==> src/rtl/cpu_pkg.sv <==
// Shared types and widths for the fetch front end of the single-issue MIPS core.
package cpu_pkg;

    localparam int unsigned ADDR_W    = 32;
    localparam int unsigned INSTR_W   = 32;
    localparam int unsigned J_INDEX_W = 26;

    localparam logic [INSTR_W-1:0] NOP_WORD = 32'h0000_0000;

    typedef enum logic [1:0] {
        BOOT,
        FETCH,
        ISSUE
    } seq_state_e;

endpackage

==> src/rtl/pc_sequencer_if.sv <==
// Instruction-memory request/response channel between the PC sequencer and imem.
interface pc_sequencer_if;
    import cpu_pkg::*;

    logic               imem_req;
    logic [ADDR_W-1:0]  imem_addr;
    logic               imem_ready;
    logic [INSTR_W-1:0] imem_rdata;

    modport master (
        output imem_req,
        output imem_addr,
        input  imem_ready,
        input  imem_rdata
    );

    modport slave (
        input  imem_req,
        input  imem_addr,
        output imem_ready,
        output imem_rdata
    );

endinterface

==> src/rtl/next_pc_sel.sv <==
// Next-PC target arithmetic for the issued instruction: jump > branch > pc+4.
module next_pc_sel
    import cpu_pkg::*;
(
    input  logic [ADDR_W-1:0]  pc4,
    input  logic [INSTR_W-1:0] instr,
    input  logic [ADDR_W-1:0]  branch_offset,
    input  logic               jump,
    input  logic               branch_taken,
    output logic [ADDR_W-1:0]  next_pc
);

    logic [ADDR_W-1:0] jump_target;
    logic [ADDR_W-1:0] branch_target;
    logic              unused_opcode;

    // J-type keeps the upper nibble of pc+4; the word index fills the rest.
    assign jump_target   = {pc4[ADDR_W-1:J_INDEX_W+2], instr[J_INDEX_W-1:0], 2'b00};
    assign branch_target = pc4 + (branch_offset << 2);
    assign unused_opcode = ^instr[INSTR_W-1:J_INDEX_W];

    always_comb begin
        next_pc = pc4;
        if (jump) begin
            next_pc = jump_target;
        end else if (branch_taken) begin
            next_pc = branch_target;
        end
    end

endmodule

==> src/rtl/pc_sequencer.sv <==
// Program counter owner: fetches one word at a time from imem and holds it for decode.
module pc_sequencer
    import cpu_pkg::*;
#(
    parameter logic [ADDR_W-1:0] RESET_VECTOR = 32'h0000_0000
) (
    input  logic                clk,
    input  logic                reset,
    input  logic                stall,
    input  logic                jump,
    input  logic                branch_taken,
    input  logic [ADDR_W-1:0]   branch_offset,
    input  logic                flush,
    input  logic [ADDR_W-1:0]   flush_pc,
    pc_sequencer_if.master      imem,
    output logic                instr_valid,
    output logic [INSTR_W-1:0]  instr_out,
    output logic [ADDR_W-1:0]   pc4_out
);

    seq_state_e         state_q, state_d;
    logic [ADDR_W-1:0]  pc_q, pc_d;
    logic               squash_q, squash_d;
    logic               req_q, req_d;
    logic [ADDR_W-1:0]  addr_q, addr_d;
    logic               valid_q, valid_d;
    logic [INSTR_W-1:0] instr_q, instr_d;
    logic [ADDR_W-1:0]  pc4_q, pc4_d;
    logic [ADDR_W-1:0]  next_pc;
    logic [ADDR_W-1:0]  flush_target;

    assign flush_target = flush_pc & ~ADDR_W'(3);

    next_pc_sel u_next_pc_sel (
        .pc4           (pc4_q),
        .instr         (instr_q),
        .branch_offset (branch_offset),
        .jump          (jump),
        .branch_taken  (branch_taken),
        .next_pc       (next_pc)
    );

    // Next-state and next-output logic; flush takes precedence over everything else.
    always_comb begin
        state_d  = state_q;
        pc_d     = pc_q;
        squash_d = squash_q;
        req_d    = req_q;
        addr_d   = addr_q;
        valid_d  = valid_q;
        instr_d  = instr_q;
        pc4_d    = pc4_q;

        case (state_q)
            BOOT: begin
                state_d = FETCH;
                req_d   = 1'b1;
                addr_d  = pc_q;
                if (flush) begin
                    pc_d   = flush_target;
                    addr_d = flush_target;
                end
            end

            FETCH: begin
                if (flush) begin
                    pc_d = flush_target;
                    // An in-flight request cannot be withdrawn; its data is discarded on arrival.
                    if (imem.imem_ready) begin
                        addr_d   = flush_target;
                        squash_d = 1'b0;
                    end else begin
                        squash_d = 1'b1;
                    end
                end else if (imem.imem_ready) begin
                    if (squash_q) begin
                        squash_d = 1'b0;
                        addr_d   = pc_q;
                    end else begin
                        instr_d = imem.imem_rdata;
                        pc4_d   = pc_q + ADDR_W'(4);
                        valid_d = 1'b1;
                        req_d   = 1'b0;
                        state_d = ISSUE;
                    end
                end
            end

            ISSUE: begin
                if (flush) begin
                    pc_d    = flush_target;
                    addr_d  = flush_target;
                    req_d   = 1'b1;
                    valid_d = 1'b0;
                    state_d = FETCH;
                end else if (!stall) begin
                    pc_d    = next_pc;
                    addr_d  = next_pc;
                    req_d   = 1'b1;
                    valid_d = 1'b0;
                    state_d = FETCH;
                end
            end

            default: begin
                state_d = BOOT;
                req_d   = 1'b0;
                valid_d = 1'b0;
            end
        endcase
    end

    always_ff @(posedge clk) begin
        if (reset) begin
            state_q  <= BOOT;
            pc_q     <= RESET_VECTOR;
            squash_q <= 1'b0;
            req_q    <= 1'b0;
            addr_q   <= RESET_VECTOR;
            valid_q  <= 1'b0;
            instr_q  <= NOP_WORD;
            pc4_q    <= '0;
        end else begin
            state_q  <= state_d;
            pc_q     <= pc_d;
            squash_q <= squash_d;
            req_q    <= req_d;
            addr_q   <= addr_d;
            valid_q  <= valid_d;
            instr_q  <= instr_d;
            pc4_q    <= pc4_d;
        end
    end

    assign imem.imem_req  = req_q;
    assign imem.imem_addr = addr_q;
    assign instr_valid    = valid_q;
    assign instr_out      = instr_q;
    assign pc4_out        = pc4_q;

endmodule

==> src/flat_wrapper.sv <==
// flat-port wrapper written by rule: the top's interface ports become plain ports
module pc_sequencer_flat import cpu_pkg::*;
#(
    parameter logic [ADDR_W-1:0] RESET_VECTOR = 32'h0000_0000
)
  (clk, reset, stall, jump, branch_taken, branch_offset, flush, flush_pc, instr_valid, instr_out, pc4_out, imem_imem_req, imem_imem_addr, imem_imem_ready, imem_imem_rdata);
  pc_sequencer_if imem_i ();
  input  logic clk;
  input  logic reset;
  input  logic stall;
  input  logic jump;
  input  logic branch_taken;
  input  logic [ADDR_W-1:0] branch_offset;
  input  logic flush;
  input  logic [ADDR_W-1:0] flush_pc;
  output logic instr_valid;
  output logic [INSTR_W-1:0] instr_out;
  output logic [ADDR_W-1:0] pc4_out;
  output wire logic [$bits(imem_i.imem_req)-1:0] imem_imem_req;
  output wire logic [$bits(imem_i.imem_addr)-1:0] imem_imem_addr;
  input wire logic [$bits(imem_i.imem_ready)-1:0] imem_imem_ready;
  input wire logic [$bits(imem_i.imem_rdata)-1:0] imem_imem_rdata;
  assign imem_imem_req = imem_i.imem_req;
  assign imem_imem_addr = imem_i.imem_addr;
  assign imem_i.imem_ready = imem_imem_ready;
  assign imem_i.imem_rdata = imem_imem_rdata;
  pc_sequencer #(.RESET_VECTOR(RESET_VECTOR)) u_core (.clk(clk), .reset(reset), .stall(stall), .jump(jump), .branch_taken(branch_taken), .branch_offset(branch_offset), .flush(flush), .flush_pc(flush_pc), .imem(imem_i), .instr_valid(instr_valid), .instr_out(instr_out), .pc4_out(pc4_out));
endmodule
==> config.mk <==
export PLATFORM = sky130hd
export DESIGN_NAME = pc_sequencer_flat
export DESIGN_NICKNAME = d
export VERILOG_FILES = /design/src/rtl/cpu_pkg.sv /design/src/rtl/pc_sequencer_if.sv /design/src/rtl/next_pc_sel.sv /design/src/rtl/pc_sequencer.sv /design/src/flat_wrapper.sv
export SDC_FILE = /design/constraint.sdc
export NUM_CORES = 1
export LEC_CHECK = 0
export CORE_ASPECT_RATIO = 1.1
export CORE_MARGIN = 2
export CORE_UTILIZATION = 54
export CTS_CLUSTER_DIAMETER = 40
export CTS_CLUSTER_SIZE = 14
export DETAILED_ROUTE_END_ITERATION = 10
export HOLD_SLACK_MARGIN = 0.12
export PLACE_DENSITY_LB_ADDON = 0.05
export SETUP_SLACK_MARGIN = 0.02
export SLEW_MARGIN = 40
export SYNTH_ARGS = -nofsm -noshare
export SYNTH_HDL_FRONTEND = slang
export SYNTH_HIERARCHICAL = 1
export SYNTH_SLANG_ARGS = --single-unit
==> constraint.sdc <==
create_clock -name clk -period 6.58 [get_ports clk]
set_input_delay 0.658 -clock clk [delete_from_list [all_inputs] [get_ports clk]]
set_output_delay 0.658 -clock clk [all_outputs]
set_load 0.005 [all_outputs]
==> summary.md, run 1 <==
| Metric | Value |
|---|---|
| Status | completed |
| Setup violators final | 0 |
| Synth top area cells | dfxtp_1 33%, nand2_1 13%, a21oi_1 9.0%, mux2i_1 5.7%, ha_1 4.7% |
| Final Hold Vio Count | 0 |
| Asr flop ratio synth | 0% |
| Mapped Nets | 1,201 |
| Sequential cell area | 2640 sq um |
| Critical path arrival | 4100 ps |
| Root Driver | clkbuf_16 |
| Multi-input gate area | 4930 sq um |
| 1st-iter DRT viols | 594 |
| Post-route clock skew | 10.3 ps |
| Final nets | 1,354 |
| Worst Path Buf+Inv | 1 |
| Leak | 3.76 nW |
| Ys Warns | 6 |
| Slew Limit Fails | 0 |
| Critical path, cell by cell | clkdlybuf4s50_1, ha_1, a211oi_2, nor2_1, o311ai_2, o221ai_2, o22ai_2, xnor2_1, mux2i_1, o21ai_0, mux2i_1, o21ai_0, nand2_1, a21oi_1 |
| Final WL | about 24,000 um |
| Crit-path max FO | 3 |
| Core Rows | 46 |
| Worst setup path startpoint | branch_offset[1] |
| Drt wl/cell | around 17 um |
| Synth Flop Type | dfxtp_1 |
| Share of cells above drive strength 1 | 5.84% |
| Worst path max stage delay | 460 ps |
| Number of enable flip-flop cells after synthesis | 0 |
| Postcts setup bufs | 0 |
| Vias per inst | 5.74 |
| Dpl cells | 1,393 |
| Largest net degree at the start of global routing | 94 |
| Setup TNS | 0 ps |
| Reg2reg setup slack | 3130 ps |
| Mapped cell area | 7910 sq um |
| Achievable Freq | roughly 270 MHz |
| H-Tree Depth | 4 |
| Reg clk slew, reported paths | 60 ps |
| Power Density | 215 nW/um^2 |
| Chip height | 131 um |
| Slowest cell on crit path | clkdlybuf4s50_1 |
| Netlist cell types | 66 |
| Clk sinks | 132 |
| Core area | 14,400 sq um |
| Number of synthesized register bits | 132 |
| Die ar. | 15,600 sq um |
| N_diodes | 0 |
| Worst skew pair latency | between 400 and 500 ps |
| Slew headroom | between 40% and 50% |
| Ports | 201 |
| P&R area growth vs syn | 32.1% |
| Crit Path Class | in2reg |
| Post_cts resized | 0 |
| Final min period | 3750 ps |
| Unrepaired setup endpoints after global routing | no |
| Worst hold path type | reg2reg |
| Detailed Place HPWL | 17,000 um |
| CTS tree | done |
| Share of the synthesized area in the top cell type | ~33% |
| Reg2reg start | u_core/pc4_out[3] |
| Initial Utilization | 55.0% |
| FILL cells | 1,247 |
| Port Buffers | about 200 |
| CP top delay family | compound AO/OA/AOI/OAI gates |
| Total of max-cap violations | 0 |
| Crit Reg-Reg Endpoint | u_core/imem.imem_addr[21] |
| Clock buffer depth | 2 |
| Vias in the first global route | 7,046 |
| Hold-fix buffers, CTS | 0 |
| Critical path capture point type | register |
| Fin crit share | between 50% and 60% |
| Fin cells | approximately 1,400 |
| Worst slew pin tran | 792 ps |
| Sequential share of the synthesized area | 33.4% |
| Synth Instances | 1,067 |
| Startpoint Class | input port |
| Die X | 119 um |
| Via Count | 8,183 |
| Detailed Routing Iterations Pass 1 | 5 |
| Gr usage total | between 20% and 30% |
| First-pass GRT wire length | 36,900 um |
| Cells on worst reg2reg path | 13 |
| Worst VDD drop | 0.000171 V |
| Initial antenna violation count | 0 |
| Gpl congestion | 0.947 |
| DRT antenna net count | 0 |
| Final Core Density | between 70% and 80% |
| Cts bufs inserted | 17 |
| CP Data Required Time | 6930 ps |
| Crit path to | u_core/imem.imem_addr[21] |
| DRC viols | 0 |
| CP Depth | 14 |
| Gr ovfl total | 0 |
| Syn Area/Cell | about 7.4 sq um |
| Area leader, netlist | dfxtp_1 |
-- cells in the final DEF, fill, tap and decap left out, drive strengths merged, types with 17 or more instances in the layout --
| cell type | netlist | layout |
|---|---|---|
| dfxtp | 132 | 132 |
| xor2 | 26 | 26 |
| xnor2 | 25 | 25 |
| nand2 | 282 | 282 |
| clkbuf | 58 | 18 |
| nor2 | 58 | 58 |
| ha | 30 | 30 |
| a211oi | 34 | 34 |
| a21oi | 144 | 144 |
| inv | 12 | 17 |
| nand3 | 19 | 19 |
| clkdlybuf4s50 | 0 | 193 |
| mux2i | 45 | 45 |
| o21ai | 76 | 76 |
-- worst register-to-register path, stage by stage, from the launching register on --
cell,delay [ps]
dfxtp_1,450
ha_1,300
a211oi_2,190
nor2_1,120
o311ai_2,420
o221ai_2,250
o22ai_2,340
xnor2_1,170
mux2i_1,90
o21ai_0,430
mux2i_1,160
o21ai_0,230
nand2_1,90
a21oi_1,150
-- cell families (layout without fill, tap and decap cells) --
logic type / after synthesis / after routing / synth area share, %
AND/OR/NAND/NOR: 424 / 424 / 23.2
AO/OA/AOI/OAI: 302 / 302 / 22.4
flip-flops: 132 / 132 / 33.4
buffers and inverters: 82 / 248 / 4.59
XOR/XNOR: 51 / 51 / 5.65
multiplexers: 45 / 45 / 5.69
adder cells (fa/ha/maj): 31 / 31 / 5.00
-- Yosys cell counts, types with 5 or more instances --
master,count
a22oi_1,6
nor2_1,58
nor2b_1,8
nor3_1,8
and3_1,6
xor2_1,26
a21oi_1,143
nand2_1,282
buf_2,6
inv_1,11
a21o_1,11
o21ai_0,59
a211oi_1,33
nand2b_1,5
nand4_1,11
xnor2_1,25
clkbuf_1,56
dfxtp_1,132
nand3_1,18
o21ai_1,15
mux2i_1,45
ha_1,30
-- layer usage --
metal | track usage [%] | wire (um) | vias to the layer above | share of wire (%)
met2 | 44.2 | 10100 | 397 | 42
met3 | 5.51 | 1940 | 35 | 8.1
met1 | 44.1 | 11400 | 3729 | 48
met4 | 8.24 | 387 | 0 | 1.6
met5 | 0 | 0 | - | 0
li1 | - | - | 4022 | -
-- metrics by stage --
| step | setup slack, ps | power (mW) | cell area [sq um] | hold slack, ps |
|---|---|---|---|---|
| after floorplan | 3580 | 1.14 | 7910 | 444 |
| after global placement | 2560 | 1.31 | 9860 | 443 |
| after detailed placement | 2550 | 1.32 | 9870 | 447 |
| after CTS | 2960 | 2.25 | 10500 | 455 |
| after global routing | 2610 | 2.33 | 10500 | 474 |
| final | 2830 | 2.25 | 10500 | 452 |
-- power breakdown --
group,internal (mW),switching (mW),total (mW)
logic,0.206,0.223,0.429
clock network,0.540,0.391,0.931
registers,0.841,0.0446,0.885
-- sequential cells by signal, summed over array words and instances, names as in the netlist --
signal                 cells
u_core/imem.imem_addr     32
u_core/instr_out          32
u_core/instr_valid         1
u_core/pc4_out            32
u_core/pc_q               32
u_core/squash_q            1
u_core/state_q             2
-- how the worst min path moves through the flow --
| stage | from | end | cells after the start |
|---|---|---|---|
| after floorplan | u_core/pc_q[0] | u_core/pc4_out[0] | 2 |
| after global routing | u_core/imem.imem_addr[25] | u_core/imem.imem_addr[25] | 2 |
| after global placement | u_core/instr_out[27] | u_core/instr_out[27] | 2 |
| final | u_core/instr_out[28] | u_core/instr_out[28] | 2 |
| after detailed placement | u_core/instr_out[28] | u_core/instr_out[28] | 2 |
| after CTS | u_core/instr_out[28] | u_core/instr_out[28] | 2 |
-- layout make-up --
class	instances	area share (%)
Multi-Input combinational cell	853	47.1
Sequential cell	132	25.3
Timing Repair Buffer	204	19.3
Clock buffer	18	4.20
Tap cell	192	2.30
Clock inverter	14	1.38
Inverter	12	0.431
(Power assumes the default switching activity.)
==> run 2, diff against run 1 <==
--- a/config.mk
+++ b/config.mk
@@ -7,7 +7,7 @@
 export LEC_CHECK = 0
 export CORE_ASPECT_RATIO = 1.1
 export CORE_MARGIN = 2
-export CORE_UTILIZATION = 54
+export CORE_UTILIZATION = 50
 export CTS_CLUSTER_DIAMETER = 40
 export CTS_CLUSTER_SIZE = 14
 export DETAILED_ROUTE_END_ITERATION = 10
==> constraint.sdc (replaced) <==
create_clock -name clk -period 3.84 [get_ports clk]
set_input_delay 0.384 -clock clk [delete_from_list [all_inputs] [get_ports clk]]
set_output_delay 0.384 -clock clk [all_outputs]
set_load 0.005 [all_outputs]
==> run 2 against run 1 <==
Against the previous run:
- hold slack got worse by 6.6 ps
- first-iteration DRC count rose by 15%
- combinational power rose by 74%
- clock skew fell by 0.78 ps
- sequential share of layout area fell by 0.29 points
- critical path type is now reg2reg
- routed wire length rose by 1.7%
- utilization fell by 4.9 points
- die area rose by 7.7%
- clock power rose by 80%
==> summary.md, run 2 (synthesis gave the netlist of run 1 again) <==
| Metric | Value |
|---|---|
| Slew Limit Fails | 0 (unchanged) |
| Final nets | 1,362 (+0.59%) |
| DRT antenna net count | 0 (unchanged) |
| Setup TNS | 0 ps (unchanged) |
| Vias per inst | 5.61 (-2.3%) |
| Most common cell after layout, fill and taps aside | nand2_1 |
| Via Count | 8,083 (-1.2%) |
| Slowest cell on crit path | fa_1 |
| Total of max-cap violations | 0 (unchanged) |
| Largest net degree at the start of global routing | 94 (unchanged) |
| Crit Path Class | reg2reg |
| Postcts setup bufs | 0 (unchanged) |
| Power Density | 373 nW/um^2 (+74%) |
| Gr ovfl total | 0 (unchanged) |
| Worst path max stage delay | 410 ps (-50 ps) |
| Leak | 3.81 nW (+1.3%) |
| Status | completed |
| Share of cells above drive strength 1 | 6.37% (+0.53 points) |
| Startpoint Class | register |
| Hold-fix buffers, CTS | 0 (unchanged) |
| Final min period | 3340 ps |
| Net Sw Frac | 28.2% (-1.1 points) |
| Vias in the first global route | 7,076 (+0.43%) |
| Detailed Place HPWL | 17,700 um (+4.0%) |
| Gpl congestion | 0.926 (-2.2%) |
| Seq pwr share | 38.5% (-0.9 points) |
| Int Pwr | 2.83 mW (+78%) |
| Logic pwr share | 19.0% (about the same) |
| N_diodes | 0 (unchanged) |
| Clk pwr share | 42.5% (+1.0 points) |
| Worst skew pair latency | 420 ps (about the same) |
| Final WL | 24,300 um (+1.7%) |
| Port Buffers | 196 (unchanged) |
| Worst VDD drop | 0.000327 V (+91%) |
| Drt wl/cell | 16.8 um (+0.67%) |
| Final setup margin | 498 ps (-2330 ps) |
| Final Hold Vio Count | 0 (unchanged) |
| Initial antenna violation count | 0 (unchanged) |
| 1st-iter DRT viols | 684 (+15%) |
| CP top delay family | compound AO/OA/AOI/OAI gates |
| Slew headroom | 52.3% (+5.2 points) |
| Post-route clock skew | 9.47 ps (-0.785 ps) |
| Reg clk slew, reported paths | 60 ps (about the same) |
| Critical path, cell by cell | ha_1, fa_1, a21oi_1, o21ai_0, a21oi_1, o21a_1, o211ai_1, a21boi_0, xnor2_1, o21ai_0, mux2i_1, o21ai_1, nand2_1, a21oi_1 |
| Detailed Routing Iterations Pass 1 | 5 (unchanged) |
| Core area | 15,600 sq um (+8.5%) |
| Pre-CTS WS | 117 ps (-2430 ps) |
| H-Tree Depth | 4 (unchanged) |
| Achievable Freq | 299 MHz |
| Initial Utilization | 50.7% (-4.3 points) |
| Core Rows | 48 (+4.3%) |
| Post_cts resized | 0 (unchanged) |
| FILL cells | 1,399 (+12%) |
| Die ar. | 16,800 sq um (+7.7%) |
| Die X | 124 um (+3.8%) |
| Power Total | 3.94 mW (+76%) |
| First-pass GRT wire length | 37,100 um (+0.45%) |
| Worst slew pin tran | 708 ps (-83.8 ps) |
| Cts bufs inserted | 17 (unchanged) |
| Final Core Density | 67.7% (-4.9 points) |
| Root Driver | clkbuf_16 |
| Sw power | 1.11 mW (+69%) |
| Unrepaired setup endpoints after global routing | no |
| Commonest non-fill, non-tap cells in the layout | 282 x nand2_1, 193 x clkdlybuf4s50_1, 142 x a21oi_1 |
| Setup violators final | 0 (unchanged) |
| Gr usage total | 28.3% (-1.4 points) |
| Clk sinks | 132 (unchanged) |
| CTS tree | done |
| Chip height | 136 um (+3.8%) |
| DRC viols | 0 (unchanged) |
| Critical path arrival | 3690 ps (-410 ps) |
| Fin crit share | 87.0% |
| Clock buffer depth | 2 (unchanged) |
| Crit-path max FO | 4 (+1) |
| Worst Path Buf+Inv | 0 (-1) |
| WHS | 445 ps (-6.55 ps) |
| Crit-path most repeated cell | a21oi_1 |
| CP Data Required Time | 4190 ps (-2740 ps) |
| Ports | 201 (unchanged) |
| Worst hold path type | in2reg |
| P&R area growth vs syn | 33.7% |
| Critical path capture point type | register |
[run 2: changes by cell type in the layout (fill, tap and decap cells not counted), moves of 2 or more]
cell / delta
buf_2: +2
clkinv_4: -6
buf_4: +4
bufinv_16: +2
clkinv_2: +2
buf_12: +2
clkinvlp_4: +2
[run 2: path summary, 6_finish.rpt]
check,startpoint,endpoint,slack (ps),depth (start not counted)
setup / recovery,u_core/pc4_out[2],u_core/pc_q[24],500,14
hold / removal,reset,u_core/instr_valid,450,2
setup reg to reg,u_core/pc4_out[2],u_core/pc_q[24],500,14
hold reg to reg,u_core/instr_out[29],u_core/instr_out[29],450,2
[run 2: through the flow]
| step | cells | instance area, sq um |
|---|---|---|
| finish | 1440 | 10600 |
| global route | 1440 | 10600 |
| CTS | 1440 | 10600 |
| detailed placement | 1409 | 9980 |
| global placement | 1409 | 9960 |
| floorplan | 1067 | 7910 |
[run 2: routing by layer]
layer	wire [um]	global-route usage, %	up-vias
li1	-	-	4042
met1	12100	43.2	3713
met3	1720	5.66	25
met2	10200	40.6	303
met4	238	6.80	0
met5	0	0	-
[run 2: area by class of cell]
cell class | count | area, sq um | area share (%)
Sequential cell | 132 | 2640 | 25.0
Tap cell | 200 | 250 | 2.37
Multi-Input combinational cell | 853 | 4940 | 46.7
Clock inverter | 14 | 176 | 1.67
Timing Repair Buffer | 212 | 2100 | 19.8
Clock buffer | 17 | 425 | 4.02
Inverter | 12 | 45.0 | 0.426
[run 2: power by group through the flow]
stage / sequential (mW) / clock (mW) / combinational (mW)
CTS: 1.52 / 1.70 / 0.740
global route: 1.53 / 1.77 / 0.815
floorplan: 1.53 / 0 / 0.419
detailed placement: 1.55 / 0 / 0.733
finish: 1.52 / 1.68 / 0.748
global placement: 1.54 / 0 / 0.728
[run 2: worst reg2reg max path, delay by kind of cell (launching register included)]
kind	cells	cell delay, ps
muxes	1	130
xor gates and xnor gates	1	100
adders and majority gates	2	670
DFF	1	370
AOI/OAI and AO/OA	9	1900
and+or+nand+nor	1	80
==> RTL change 1: new RTL, flow settings as in run 2 <==
Take the reset off `pc4_q` and load it in a clocked block of its own.
--- a/src/rtl/pc_sequencer.sv
+++ b/src/rtl/pc_sequencer.sv
@@ -121,3 +121,2 @@
             instr_q  <= NOP_WORD;
-            pc4_q    <= '0;
         end else begin
@@ -130,4 +129,7 @@
             instr_q  <= instr_d;
-            pc4_q    <= pc4_d;
         end
+    end
+
+    always_ff @(posedge clk) begin
+        pc4_q <= pc4_d;
     end
Function: differs if reset is asserted again (counterexample within 4 cycles, from zero or initial values and one cycle with reset high); with reset held inactive, the same outputs for 4 cycles.
==> RTL change 1 against run 2 <==
Core utilization rose by 1.1 points. Power fell by 1.3%. Clock power fell by 3%. Design area fell by 3.2%. Critical path type unchanged. Sequential cell count did not move. Synthesized area fell by 4.9%. Cell count fell by 12%. Critical path depth fell by 1. Sequential power rose by 3%. Highest routed layer unchanged. Fmax fell by 3.1%. Sequential share of layout area rose by 4.0 points. Wire length fell by 8.6%. Setup slack got worse by 0.11 ns.
==> RTL change 1: results (changes against run 2) <==
ys_types: 64  # -3.0%
synth_edf_count: 32  # +32
wl_met2_mm: 9.31  # -9.1%
reg2reg_depth: 13  # -1
synth_area_leaders: "dfxtp_1 27%, edfxtp_1 13%, nand2_1 7.9%"
grt_pass1_vias: 6647  # -6.1%
syn_inst: 872  # -18%
post-place-ws_ns: 0.184  # +0.0673 ns
status: "completed"
whs_path_depth: 4  # +2
slew_headroom: 0.483  # -0.0401
leakage_uw: 0.00381  # about the same
cp.arrival_ns: 3.80  # +0.11 ns
first_iter_violations: 650  # -5.0%
max-vdd-ir-drop_mv: 0.293  # -10%
final-instance-count-excl-fill: 1262  # -12%
grt_max_degree: 65  # -31%
whs_ns: 0.310  # -0.135 ns
grtUsageMet1: 0.406  # -0.0256
dp_cells: 1231  # -13%
grt_first_pass_wirelength_mm: 35.0  # -5.7%
syn-num-nets: 1006  # -16%
use_met2: 0.392  # -0.0137
layout-drive-gt1-share: 0.0666  # +0.00289
regToRegStartpoint: "u_core/pc4_out[2]$_DFFE_PP_"
hold_end: "u_core/state_q[1]$_SDFFE_PP0P_"
vias: 7073  # -12%
grt_use_total: 0.276  # -0.00678
hp-start: "flush"
grt_util_met3: 0.0841  # +0.0274
area.sequential_um2: 2960  # +12%
synth_common_cells: "158 x nand2_1, 100 x dfxtp_1, 84 x a21oi_1, 76 x o21ai_0, 49 x mux2i_1"
routed_wl_mm: 22.2  # -8.6%
wl_met3_mm: 2.08  # +21%
n_fill_cell: 1267  # -9.4%
place_area_um2: 9640  # -3.4%
[RTL change 1: cell types whose count changed in the layout (fill, tap and decap cells not counted), moves of 10 or more]
cell,change
nand2_1,-124
a21oi_1,-59
a22o_1,+40
dfxtp_1,-32
edfxtp_1,+32
a211oi_1,-27
nor2_1,-18
o21ai_0,+17
xnor2_1,+11
xor2_1,-10
[RTL change 1: where the power goes]
group          internal, uW  total, uW  leakage [uW]  switching [uW]
Combinational           350        700       0.00240             350
Clock                   994       1630      0.000296             639
Sequential             1490       1560       0.00111            64.6
[RTL change 1: cells by family after synthesis]
kind of cell / share of synthesized area
simple gates: 0.168
compound gates: 0.222
flops: 0.394
buf+inv: 0.0389
xor+xnor: 0.0605
mux: 0.0652
fa+ha+maj: 0.0525
[RTL change 1: final cells by class]
class,count,area share
inverter,17,0.00623
timing repair buffer,210,0.203
tap,196,0.0240
sequential,132,0.289
clock buffer,20,0.0478
clock inverter,11,0.0108
multi-input combinational,676,0.419
==> RTL change 2: new RTL, config.mk and constraints of run 2 <==
Made on the original files. The 3 states of `seq_state_e` get a one-hot encoding in 3 bits.
--- a/src/rtl/cpu_pkg.sv
+++ b/src/rtl/cpu_pkg.sv
@@ -9,6 +9,6 @@
 
-    typedef enum logic [1:0] {
-        BOOT,
-        FETCH,
-        ISSUE
+    typedef enum logic [2:0] {
+        BOOT  = 3'b001,
+        FETCH = 3'b010,
+        ISSUE = 3'b100
     } seq_state_e;
Function: same outputs for any inputs over 4 cycles, from zero or initial values and one cycle with reset high; so few cycles prove little.
==> RTL change 2 against run 2 <==
Count of clock-buffer cells in the layout stayed put. Sequential cell count is 1 higher. Combinational power is 50% higher. Power is 12% higher. Synthesized cell count is 8.6% lower. Synthesized area is 0.41% higher. Cell count is 5.9% lower. Design area hardly changed. Wire length is 1.9% higher. Clock power is 7% lower. Setup slack better by 0.044 ns. Critical endpoint is now u_core/pc_q[16]$_SDFFE_PP0P_. Largest power group is now registers.
==> RTL change 2: results (changes against run 2) <==
status: "completed"
tightest_slew_ns: 0.729  # +0.0205 ns
grt_first_pass_wirelength_mm: 37.9  # +2.3%
syn-num-nets: 1109  # -7.7%
comb_power_uw: 1120  # +50%
grtUsageMet1: 0.431  # about the same
switching_share: 0.333  # +0.0505
layout-drive-gt1-share: 0.0753  # +0.0116
cts_made_buffers: 17  # unchanged
internal-power_uw: 2950  # +4.1%
grt_antenna_before_repair: 0  # unchanged
vias: 8007  # -0.94%
htreeDepth: 4  # unchanged
synth_common_cells: "154 x nand2_1, 133 x dfxtp_1, 83 x a21oi_1, 69 x o21ai_0, 60 x a22o_1"
synth_area_leaders: "dfxtp_1 34%, nand2_1 7.3%, a22o_1 6.6%"
clock_skew_ns: 0.00892  # -0.000549 ns
yosysSeqAreaShare: 0.335  # +0.00115
reg2reg_depth: 13  # -1
ys_types: 73  # +11%
grt_max_degree: 56  # -40%
insertedDiodeCount: 0  # unchanged
first_iter_violations: 659  # -3.7%
leakage_uw: 0.00383  # +0.52%
grt_pass1_vias: 7150  # +1.0%
place_congestion: 0.928  # +0.19%
cp.arrival_ns: 3.66  # -0.03 ns
place_area_um2: 10000  # +0.29%
max-vdd-ir-drop_mv: 0.399  # +22%
path_max_fanout: 3  # -1
p_seq_uw: 1740  # +14%
post-place-ws_ns: 0.240  # +0.123 ns
grt_use_total: 0.287  # +0.00398
cts-root-buf: "clkbuf_16"
ant_nets: 0  # unchanged
hp-class: "reg -> reg"
use_met2: 0.413  # +0.00659
final-instance-count-excl-fill: 1355  # -5.9%
grt_util_met3: 0.0654  # +0.00881
fin_nets: 1276  # -6.3%
hpwlAfterDp_mm: 18.3  # +3.1%
syn_area_per_cell_um2: 8.15  # +9.9%
[RTL change 2: cell count changes after synthesis, moves of 10 or more]
| cell | before | now |
|---|---|---|
| o21ai_1 | 15 | 5 |
| a21oi_1 | 143 | 83 |
| clkbuf_1 | 56 | 44 |
| o21ai_0 | 59 | 69 |
| xor2_1 | 26 | 13 |
| a211oi_1 | 33 | 23 |
| a22o_1 | 0 | 60 |
| nor4_1 | 3 | 19 |
| nand2_1 | 282 | 154 |
[RTL change 2: logic make-up (layout without fill, tap and decap cells)]
kind of cell             after synthesis  in the layout  synth area share
multiplexers                          45             45            0.0570
flip-flops                           133            133             0.335
buffers and inverters                 89            269            0.0512
AND/OR/NAND/NOR                      328            328             0.202
XOR/XNOR                              36             36            0.0397
AO/OA/AOI/OAI                        313            313             0.266
adder cells (fa/ha/maj)               31             31            0.0498
[RTL change 2: layout make-up]
type | count | area [um^2]
timing repair buffer | 218 | 2120
clock inverter | 15 | 138
clock buffer | 17 | 425
fill | 1371 | 5050
tap | 200 | 250
multi-input combinational | 753 | 4900
sequential | 133 | 2660
inverter | 19 | 71.3
[RTL change 2: path summary, 6_finish.rpt]
path / from / endpoint / slack [ns]
setup reg to reg: u_core/pc4_out[2]$_SDFFE_PP0P_ / u_core/pc_q[30]$_SDFFE_PP0P_ / 0.58
hold reg to reg: u_core/instr_out[29]$_SDFFE_PP0P_ / u_core/instr_out[29]$_SDFFE_PP0P_ / 0.45
setup / recovery: branch_offset[0] / u_core/pc_q[16]$_SDFFE_PP0P_ / 0.54
hold / removal: u_core/instr_out[29]$_SDFFE_PP0P_ / u_core/instr_out[29]$_SDFFE_PP0P_ / 0.45
[RTL change 2: metal layers]
metal,vias to the layer above,part of all wire
li1,3925,-
met1,3714,0.48
met2,347,0.42
met3,21,0.081
met4,0,0.011
met5,-,0
